[src/rtl/rf_wb_arbiter.sv]
// Write-back arbiter: two one-entry holding registers (ALU, load/store) share
// the register file's single write port, issuing in age order with a RAW scoreboard.
module rf_wb_arbiter (
  input  logic        clk,
  input  logic        rst,
  input  logic        alu_valid,
  input  logic [3:0]  alu_addr,
  input  logic [31:0] alu_data,
  output logic        alu_ready,
  input  logic        mem_valid,
  input  logic [3:0]  mem_addr,
  input  logic [31:0] mem_data,
  output logic        mem_ready,
  output logic        rf_wen,
  output logic [3:0]  rf_waddr,
  output logic [31:0] rf_wdata,
  output logic [15:0] busy
);

  logic        r_alu_v;
  logic [3:0]  r_alu_addr;
  logic [31:0] r_alu_data;
  logic        r_mem_v;
  logic [3:0]  r_mem_addr;
  logic [31:0] r_mem_data;
  logic        r_alu_older;
  logic        r_tie;
  logic        r_last_mem;
  logic        r_wen;
  logic [3:0]  r_waddr;
  logic [31:0] r_wdata;

  logic        w_grant_alu;
  logic        w_grant_mem;
  logic        w_alu_load;
  logic        w_mem_load;
  logic        w_alu_next_v;
  logic        w_mem_next_v;
  logic [15:0] w_busy;

  // Entries loaded on the same edge have no age order; round-robin breaks the tie.
  always_comb begin
    w_grant_alu = 1'b0;
    w_grant_mem = 1'b0;
    if (r_alu_v && !r_mem_v) begin
      w_grant_alu = 1'b1;
    end else if (!r_alu_v && r_mem_v) begin
      w_grant_mem = 1'b1;
    end else if (r_alu_v && r_mem_v) begin
      if (r_tie) begin
        w_grant_alu = r_last_mem;
        w_grant_mem = !r_last_mem;
      end else begin
        w_grant_alu = r_alu_older;
        w_grant_mem = !r_alu_older;
      end
    end
  end

  assign alu_ready    = !r_alu_v | w_grant_alu;
  assign mem_ready    = !r_mem_v | w_grant_mem;
  assign w_alu_load   = alu_valid & alu_ready;
  assign w_mem_load   = mem_valid & mem_ready;
  assign w_alu_next_v = w_alu_load | (r_alu_v & !w_grant_alu);
  assign w_mem_next_v = w_mem_load | (r_mem_v & !w_grant_mem);

  always_ff @(posedge clk or posedge rst) begin
    if (rst) begin
      r_alu_v     <= 1'b0;
      r_alu_addr  <= 4'd0;
      r_alu_data  <= 32'd0;
      r_mem_v     <= 1'b0;
      r_mem_addr  <= 4'd0;
      r_mem_data  <= 32'd0;
      r_alu_older <= 1'b0;
      r_tie       <= 1'b0;
      r_last_mem  <= 1'b1;
      r_wen       <= 1'b0;
      r_waddr     <= 4'd0;
      r_wdata     <= 32'd0;
    end else begin
      r_alu_v <= w_alu_next_v;
      r_mem_v <= w_mem_next_v;
      if (w_alu_load) begin
        r_alu_addr <= alu_addr;
        r_alu_data <= alu_data;
      end
      if (w_mem_load) begin
        r_mem_addr <= mem_addr;
        r_mem_data <= mem_data;
      end

      if (w_grant_alu) begin
        r_wen   <= 1'b1;
        r_waddr <= r_alu_addr;
        r_wdata <= r_alu_data;
      end else if (w_grant_mem) begin
        r_wen   <= 1'b1;
        r_waddr <= r_mem_addr;
        r_wdata <= r_mem_data;
      end else begin
        r_wen <= 1'b0;
      end
      if (w_grant_alu || w_grant_mem) begin
        r_last_mem <= w_grant_mem;
      end

      // A loading entry becomes the younger one if the other entry survives this edge.
      if (w_alu_load && w_mem_load) begin
        r_tie <= 1'b1;
      end else if (w_alu_load && w_mem_next_v) begin
        r_tie       <= 1'b0;
        r_alu_older <= 1'b0;
      end else if (w_mem_load && w_alu_next_v) begin
        r_tie       <= 1'b0;
        r_alu_older <= 1'b1;
      end
    end
  end

  always_comb begin
    w_busy = 16'd0;
    if (r_alu_v) w_busy[r_alu_addr] = 1'b1;
    if (r_mem_v) w_busy[r_mem_addr] = 1'b1;
    if (r_wen)   w_busy[r_waddr]    = 1'b1;
  end

  assign rf_wen   = r_wen;
  assign rf_waddr = r_waddr;
  assign rf_wdata = r_wdata;
  assign busy     = w_busy;

endmodule

[config.mk]
export PLATFORM = sky130hd
export DESIGN_NAME = rf_wb_arbiter
export DESIGN_NICKNAME = d
export VERILOG_FILES = /design/src/rtl/rf_wb_arbiter.sv
export SDC_FILE = /design/constraint.sdc
export NUM_CORES = 1
export LEC_CHECK = 0
export BUFFER_PORTS_ARGS = -buffer_cell sky130_fd_sc_hd__buf_4
export CAP_MARGIN = 30
export CORE_MARGIN = 2
export CORE_UTILIZATION = 35
export DETAILED_ROUTE_END_ITERATION = 16
export GPL_TIMING_DRIVEN = 1
export PLACE_DENSITY_LB_ADDON = 0.3
export SYNTH_ARGS = -nofsm -noshare
export SYNTH_HDL_FRONTEND = slang
export SYNTH_SLANG_ARGS = --single-unit
[constraint.sdc]
create_clock -name clk -period 4.2 [get_ports clk]
set_input_delay 0.84 -clock clk [delete_from_list [all_inputs] [get_ports clk]]
set_output_delay 0.84 -clock clk [all_outputs]
set_load 0.01 [all_outputs]
# == Word level (Yosys, flattened, before mapping) ==
# Cells that the tools add are included.
# Widths: inputs -> output; s select.
# word_totals
ff_bits,114
in_bits,76
output_inout_bits,55
word_cells,77
# op_classes
n_lt_le_gt_ge,6
mux,28
bitwise,11
n_reduce_logical,20
# op_table
cell,count
$mux 32,2
$mux 16,3
$or 16x16->16,2
$mux 1,18
$lt 4x5->1 const B,3
$demux 1 s4,3
$ge 4x1->1 const B,3
$logic_and 1x1->1,9
$mux 4,2
$logic_not 1->1,6
$and 1x1->1,4
$or 1x1->1,4
$reduce_bool 2->1,2
$reduce_bool 3->1,1
$reduce_and 2->1,1
$logic_or 1x1->1,1
$not 1->1,1

# == Logic depth before layout (Yosys ltp) ==
# Gate-level depths: netlist of the first run.
# depth
word_depth,11
depth_mapped,5
mapped_depth_nobuf,3

# == Worst setup path before layout of the first run ==
# No wires, ideal clock.
# synth_path
kind,register to output
from,register r_mem_v
to,output port busy[0]
t_arrival_ps,1273
t_required_ps,3360
slack_ps,2087
stages_incl_launch_ff,5
path_buffers,1
cell_sequence,dfrtp_1 > clkbuf_1 > nor3b_1 > nor3b_1 > a221o_1
# synth_via
elab_chain_cells,3
# synth_lines
element,line_no,source
start: declaration,23,logic r_mem_v;
start signal: assignment,83,r_mem_v <= w_mem_next_v;
$mux 16 (*),124,if (r_mem_v) w_busy[r_mem_addr] = 1'b1;
$or 16x16->16 (no line),--,
$mux 16 (*),125,if (r_wen) w_busy[r_waddr] = 1'b1;
end: declaration,17,output logic [15:0] busy
# Mark *: on every way between the ends. The rest lies on a longest branch, timed or not.

# == Final worst setup path of the first run ==
# Same ends and word-level chain as after synthesis.

==> results of run 1 <==
==> cell families after synthesis <==
| logic type | synth area share (%) |
|---|---|
| compound gates | 11.2 |
| buf+inv | 3.91 |
| flops | 54.0 |
| mux | 21.0 |
| simple gates | 9.97 |
==> area by class of cell <==
class	count	area (sq um)	area share [%]
clock buffer	23	498	7.08
clock inverter	8	173	2.46
inverter	2	10.0	0.142
multi-input combinational	257	2220	31.6
sequential	114	2860	40.6
tap	184	230	3.27
timing repair buffer	137	1040	14.8
==> critical path, cell delays in order, from the launching register on <==
cell and delay [ps]:
dfrtp_2 800, nor3b_1 430, nor3b_1 240, a221o_1 150, buf_4 120
==> stage by stage <==
step           power [W]  std cells  setup WS, ps  util (%)
2_1_floorplan    0.00315        401           346         -
3_3_place_gp     0.00382        693          1500      43.3
3_5_place_dp     0.00389        694          1410      43.4
4_1_cts          0.00552        725          1190      48.0
5_1_grt          0.00577        725          1060      48.0
6_report         0.00547        725          1210      48.0
==> worst max-delay path by stage <==
stage / endpoint / cells past startpoint
after floorplan: r_alu_addr[0] / 1
after global routing: busy[0] / 4
after CTS: busy[0] / 4
after global placement: r_alu_data[8] / 4
final: busy[0] / 4
after detailed placement: rf_wdata[0] / 4
==> registers in the layout, summed over array words and instances, names as in the netlist <==
signal       count
r_alu_addr       4
r_mem_data      32
r_alu_older      1
r_alu_v          1
r_last_mem       1
r_tie            1
r_mem_addr       4
rf_waddr         4
rf_wen           1
rf_wdata        32
r_mem_v          1
r_alu_data      32
==> synthesized netlist by cell type <==
cell type | n | area share, %
or2_2 | 1 | 0.12
o21ai_0 | 1 | 0.095
mux2i_2 | 1 | 0.26
o21ai_4 | 2 | 0.62
a221o_1 | 2 | 0.38
o21ai_1 | 1 | 0.095
nor3b_1 | 6 | 0.85
and2_1 | 1 | 0.12
clkbuf_1 | 12 | 0.85
buf_6 | 7 | 1.5
nand4_1 | 1 | 0.12
buf_8 | 3 | 0.85
dfstp_2 | 1 | 0.50
mux2_2 | 62 | 13
mux2_4 | 11 | 3.1
a32oi_1 | 4 | 0.66
or3_1 | 13 | 1.5
a21o_1 | 2 | 0.28
o221a_2 | 36 | 7.7
nand3b_1 | 1 | 0.14
inv_1 | 2 | 0.14
nand3_1 | 12 | 1.1
and3_1 | 4 | 0.47
nand2_1 | 46 | 3.3
a22oi_1 | 8 | 1.1
buf_2 | 6 | 0.57
nor2_1 | 2 | 0.14
and3b_1 | 6 | 0.99
mux2i_1 | 23 | 4.4
a21oi_1 | 1 | 0.095
nor4_1 | 1 | 0.12
nand2b_1 | 2 | 0.24
nor2b_1 | 6 | 0.71
o21a_1 | 1 | 0.14
dfrtp_1 | 113 | 54
==> layer usage <==
| metal | up-vias | track usage, % | routed length, um |
|---|---|---|---|
| met5 | - | 0 | 0 |
| met4 | 0 | 6.01 | 214 |
| met3 | 18 | 4.39 | 874 |
| met2 | 157 | 27.4 | 6480 |
| met1 | 1959 | 21.7 | 5860 |
| li1 | 1754 | - | - |
==> power breakdown <==
group | switching, W | internal (W)
logic | 0.000838 | 0.00105
clock network | 0.000484 | 0.00113
registers | 0.000426 | 0.00154
total | 0.00175 | 0.00372
==> flow_summary_export.csv, run 1 <==
group,metric,value,unit
detailed_routing,wl,13400,um
clocking,clock_latency,400,ps
clocking,clock-root-buffer,"clkbuf_16",
worst_setup_path,critPathRequiredTime,3360,ps
clocking,cts_inserted_buffers,17,
sta,slew_violations,0,
sta,setup_viol,0,
synth,syn_area_per_cell,13.2,sq um
synth,netlist_area,5290,sq um
grt,antenna_found_initial,0,
placed_design,gp_congestion,0.844,
worst_setup_path,start_kind,"flip-flop",
sta,hold_ws,467,ps
grt,gr-usage-all-layers,16.8,%
clocking,post_cts_buffers,0,
worst_setup_path,critical_path_class,"flip-flop to primary output",
clocking,post_cts_resized,0,
layout,antenna_cells,0,
worst_setup_path,end_kind,"primary output",
layout,layout_commonest_cell,"buf_4",
pwr,power.density,778,nW/um^2
synth,ys_ff_latch,114,
run_status,status,"complete, no violations",
clocking,cts_hold_buf,0,
sta,grt_setup_unrepaired,"false",
floorplan,die-area,16100,sq um
worst_setup_path,critPathMaxFanout,25,
detailed_routing,num_vias,3888,
worst_setup_path,worstPathArrival,2150,ps
layout,fin_nets,605,
floorplan,rows,44,
sta,final_hold_viol_count,0,
floorplan,ios,131,
floorplan,die_h,127,um
placed_design,portBuffers,130,
floorplan,die_w,127,um
layout,syn2layout_area_growth,33.0,%
pwr,p_leak,3.23,nW
layout,fillers,1291,
layout,design_area,7030,sq um
grt,grt_max_degree,44,
detailed_routing,antenna_left,0,
placed_design,hpwlAfterDp,9300,um
sta,post-route-period-util,71.2,%
sta,slew-limit-headroom,36.9,%
layout,final_layout_size_suffix_gt1_share,52.3,%
worst_setup_path,r2r_cells,4,
job,max_cap_viol_count,0,
synth,netlist-cell-type-count,35,
clocking,clkTransAtPathRegs,50,ps
worst_setup_path,crit_start,"r_mem_v",
grt,grt_pass1_vias,4004,
synth,synth.yosys.seq_area_share,54.0,%
sta,skew,9.46,ps
floorplan,start_util,36.1,%
synth,syn_nets,477,
worst_setup_path,r2r_start,"r_alu_v",
detailed_routing,drcViolationCount,0,
synth,yosysWarnings,0,
grt,grt.overflow.total,0,
synth,syn_inst,401,
layout,layout_common_cells,"136 x buf_4, 112 x dfrtp_1, 62 x mux2_2",
sta,clock.fmax,0.334,GHz
detailed_routing,drt_first_iter_violations,256,
floorplan,fp.coreArea,14600,sq um
clocking,cts_max_level,4,
worst_setup_path,r2r_end,"rf_wdata[0]",
detailed_routing,wire_per_inst,18.5,um
worst_setup_path,r2r_slack,1460,ps
placed_design,placed_area,6360,sq um
detailed_routing,vias_per_cell,5.36,
sta,min_period,2990,ps
sta,fin_setup_tns,0,ps
clocking,cts_tree,"built",
detailed_routing,first_pass_iters,5,
sta,worst_pin_slew,944,ps
hold_path,min_path_type,"input port to async pin",
clocking,clockBufferDepth,2,
clocking,cts.sinks,114,
pwr,ir_worst_vdd,0.000295,V
grt,grt_first_pass_wirelength,21400,um
Power figures use the tool's default switching activity.
==> inputs of run 2 (changes only) <==
--- a/config.mk
+++ b/config.mk
@@ -5,6 +5,7 @@
 export SDC_FILE = /design/constraint.sdc
 export NUM_CORES = 1
 export LEC_CHECK = 0
+export ABC_AREA = 1
 export BUFFER_PORTS_ARGS = -buffer_cell sky130_fd_sc_hd__buf_4
 export CAP_MARGIN = 30
 export CORE_MARGIN = 2
==> constraint.sdc (replaced) <==
create_clock -name clk -period 2.5 [get_ports clk]
set_input_delay 0.5 -clock clk [delete_from_list [all_inputs] [get_ports clk]]
set_output_delay 0.5 -clock clk [all_outputs]
set_load 0.01 [all_outputs]
==> run 2 against run 1 <==
Compared with the run above: critical path depth rose by 1; largest cell class unchanged; largest power group unchanged; via count up 31%; setup slack worse by 950 ps; sequential share of layout area down 0.86 points; combinational power up 61%; cell area increased by 2.2%; die area is 3.5% higher; non-clock buffer count is 5 higher; register-to-register slack worse by 930 ps; clock skew grew 2.4 ps; synthesized area increased by 3.6%.
==> flow_summary_export.csv, run 2 <==
group,metric,value,unit
sta,fin_setup_tns,0,ps
clocking,clkTransAtPathRegs,50,ps
synth,netlist_area,5480,sq um
layout,design_area,7190,sq um
floorplan,rows,45,
sta,skew,11.8,ps
placed_design,placed_area,6630,sq um
worst_setup_path,critical_path_class,"flip-flop to primary output",
placed_design,preCtsSetupSlack,498,ps
synth,synthArstFlopShare,100,%
placed_design,hpwlAfterDp,10300,um
pwr,power.density,1160,nW/um^2
sta,grt_setup_unrepaired,"false",
detailed_routing,drcViolationCount,0,
grt,grt_pass1_vias,5075,
layout,utilization,47.1,%
floorplan,fp.coreArea,15300,sq um
layout,fin_nets,917,
synth,yosysWarnings,0,
sta,min_period,2240,ps
synth,yosys.area.top_type,"dfrtp_1",
pwr,ir_worst_vdd,0.000495,V
sta,setup_viol,0,
detailed_routing,vias_per_cell,4.79,
synth,yosysMostFrequentCell,"nand2_1",
clocking,cts.sinks,114,
synth,synth_top_area_share,51.6,%
worst_setup_path,r2r_cells,4,
clocking,post_cts_buffers,0,
detailed_routing,antenna_left,0,
detailed_routing,wl,15700,um
job,max_cap_viol_count,0,
detailed_routing,num_vias,5097,
layout,syn2layout_area_growth,31.2,%
synth,netlist-cell-type-count,19,
sta,final_hold_viol_count,0,
sta,post-route-period-util,89.5,%
sta,slew-limit-headroom,43.3,%
layout,antenna_cells,0,
synth,syn_area_per_cell,7.56,sq um
synth,syn_inst,725,
worst_setup_path,critPathRequiredTime,2000,ps
sta,slew_violations,0,
sta,setup_slack,262,ps
layout,layout_commonest_cell,"nand2_1",
clocking,cts_tree,"built",
sta,clock.fmax,0.447,GHz
synth,synth_edf_count,0,
grt,grt_first_pass_wirelength,25700,um
layout,final_layout_size_suffix_gt1_share,21.6,%
layout,fillers,1568,
worst_setup_path,worstPathArrival,1740,ps
synth,synth_commonest_cells,"251 x nand2_1, 192 x nand3_1, 113 x dfrtp_1",
detailed_routing,drt_first_iter_violations,269,
grt,gr-usage-all-layers,19.9,%
worst_setup_path,end_kind,"primary output",
clocking,clock-root-buffer,"clkbuf_16",
hold_path,min_path_type,"input port to async pin",
synth,syn_nets,801,
floorplan,die_h,129,um
floorplan,die-area,16700,sq um
pwr,power,0.00830,W
grt,grt.overflow.total,0,
clocking,cts_max_level,4,
clocking,clock_latency,420,ps
run_status,status,"complete, no violations",
detailed_routing,first_pass_iters,5,
floorplan,start_util,35.9,%
floorplan,ios,131,
clocking,cts_inserted_buffers,17,
synth,synth_area_leaders,"dfrtp_1 52%, nand3_1 18%, nand2_1 17%",
pwr,p_leak,3.85,nW
clocking,clockBufferDepth,2,
synth,ys_ff_latch,114,
placed_design,gp_congestion,0.862,
grt,antenna_found_initial,0,
floorplan,die_w,129,um
detailed_routing,wire_per_inst,14.7,um
synth,synth.yosys.seq_area_share,52.1,%
placed_design,portBuffers,130,
layout,layout_common_cells,"247 x nand2_1, 192 x nand3_1, 140 x buf_4",
worst_setup_path,critPathMaxFanout,11,
worst_setup_path,start_kind,"flip-flop",
grt,grt_max_degree,115,
sta,worst_pin_slew,847,ps
synth,ys.flop_type,"dfrtp_1",
[run 2: logic make-up after synthesis]
family                 count (synthesis)  synth area share (%)
AND/OR/NAND/NOR                      504                  39.6
flip-flops                           114                  52.1
buffers and inverters                104                  7.95
AO/OA/AOI/OAI                          3                 0.365
[run 2: worst paths after layout]
check	startpoint	end	slack, ps
worst min register to register	r_mem_data[8]	r_mem_data[8]	470
worst min-delay path	rst	rf_wdata[21]	250
max in group asynchronous	rst	r_mem_v	1720
min in group clk	mem_data[1]	r_mem_data[1]	310
worst max-delay path	rf_wen	busy[0]	260
worst max register to register	r_alu_v	rf_waddr[2]	530
[run 2: power breakdown]
group	total, W	switching, W	internal, W
Clock	0.00223	0.000796	0.00143
Combinational	0.00304	0.00182	0.00121
Sequential	0.00304	0.000507	0.00254
Total	0.00830	0.00313	0.00518
[run 2: final cells by class]
| type | instances | area (sq um) | area share [%] |
|---|---|---|---|
| Sequential cell | 114 | 2860 | 39.7 |
| Multi-Input combinational cell | 507 | 2200 | 30.6 |
| Timing Repair Buffer | 142 | 1090 | 15.2 |
| Clock buffer | 26 | 529 | 7.36 |
| Tap cell | 211 | 264 | 3.67 |
| Inverter | 59 | 225 | 3.13 |
| Clock inverter | 4 | 22.5 | 0.313 |
[run 2: through the flow]
stage | cells | hold slack [ps]
global placement | 1033 | 453
finish | 1063 | 246
floorplan | 725 | 442
global route | 1063 | 307
detailed placement | 1033 | 458
CTS | 1063 | 300
[run 2: per-layer routing]
metal	share of wire (%)	GRT usage [%]	vias up
li1	-	-	2532
met1	47	27.2	2399
met2	46	31.4	151
met3	5.8	5.45	15
met4	1.1	5.18	0
met5	0	0	-
[run 2: critical path: stages (launching register included)]
cell and delay (ps):
dfrtp_1 530, inv_1 100, nor3_1 330, nand2_1 100, nand3_1 130, buf_4 130
[run 2: what timing repair did]
action | CTS | global route
endpoints found under the setup margin | 0 | 3
resized for setup | 0 | 1
hold buffers | 0 | 0
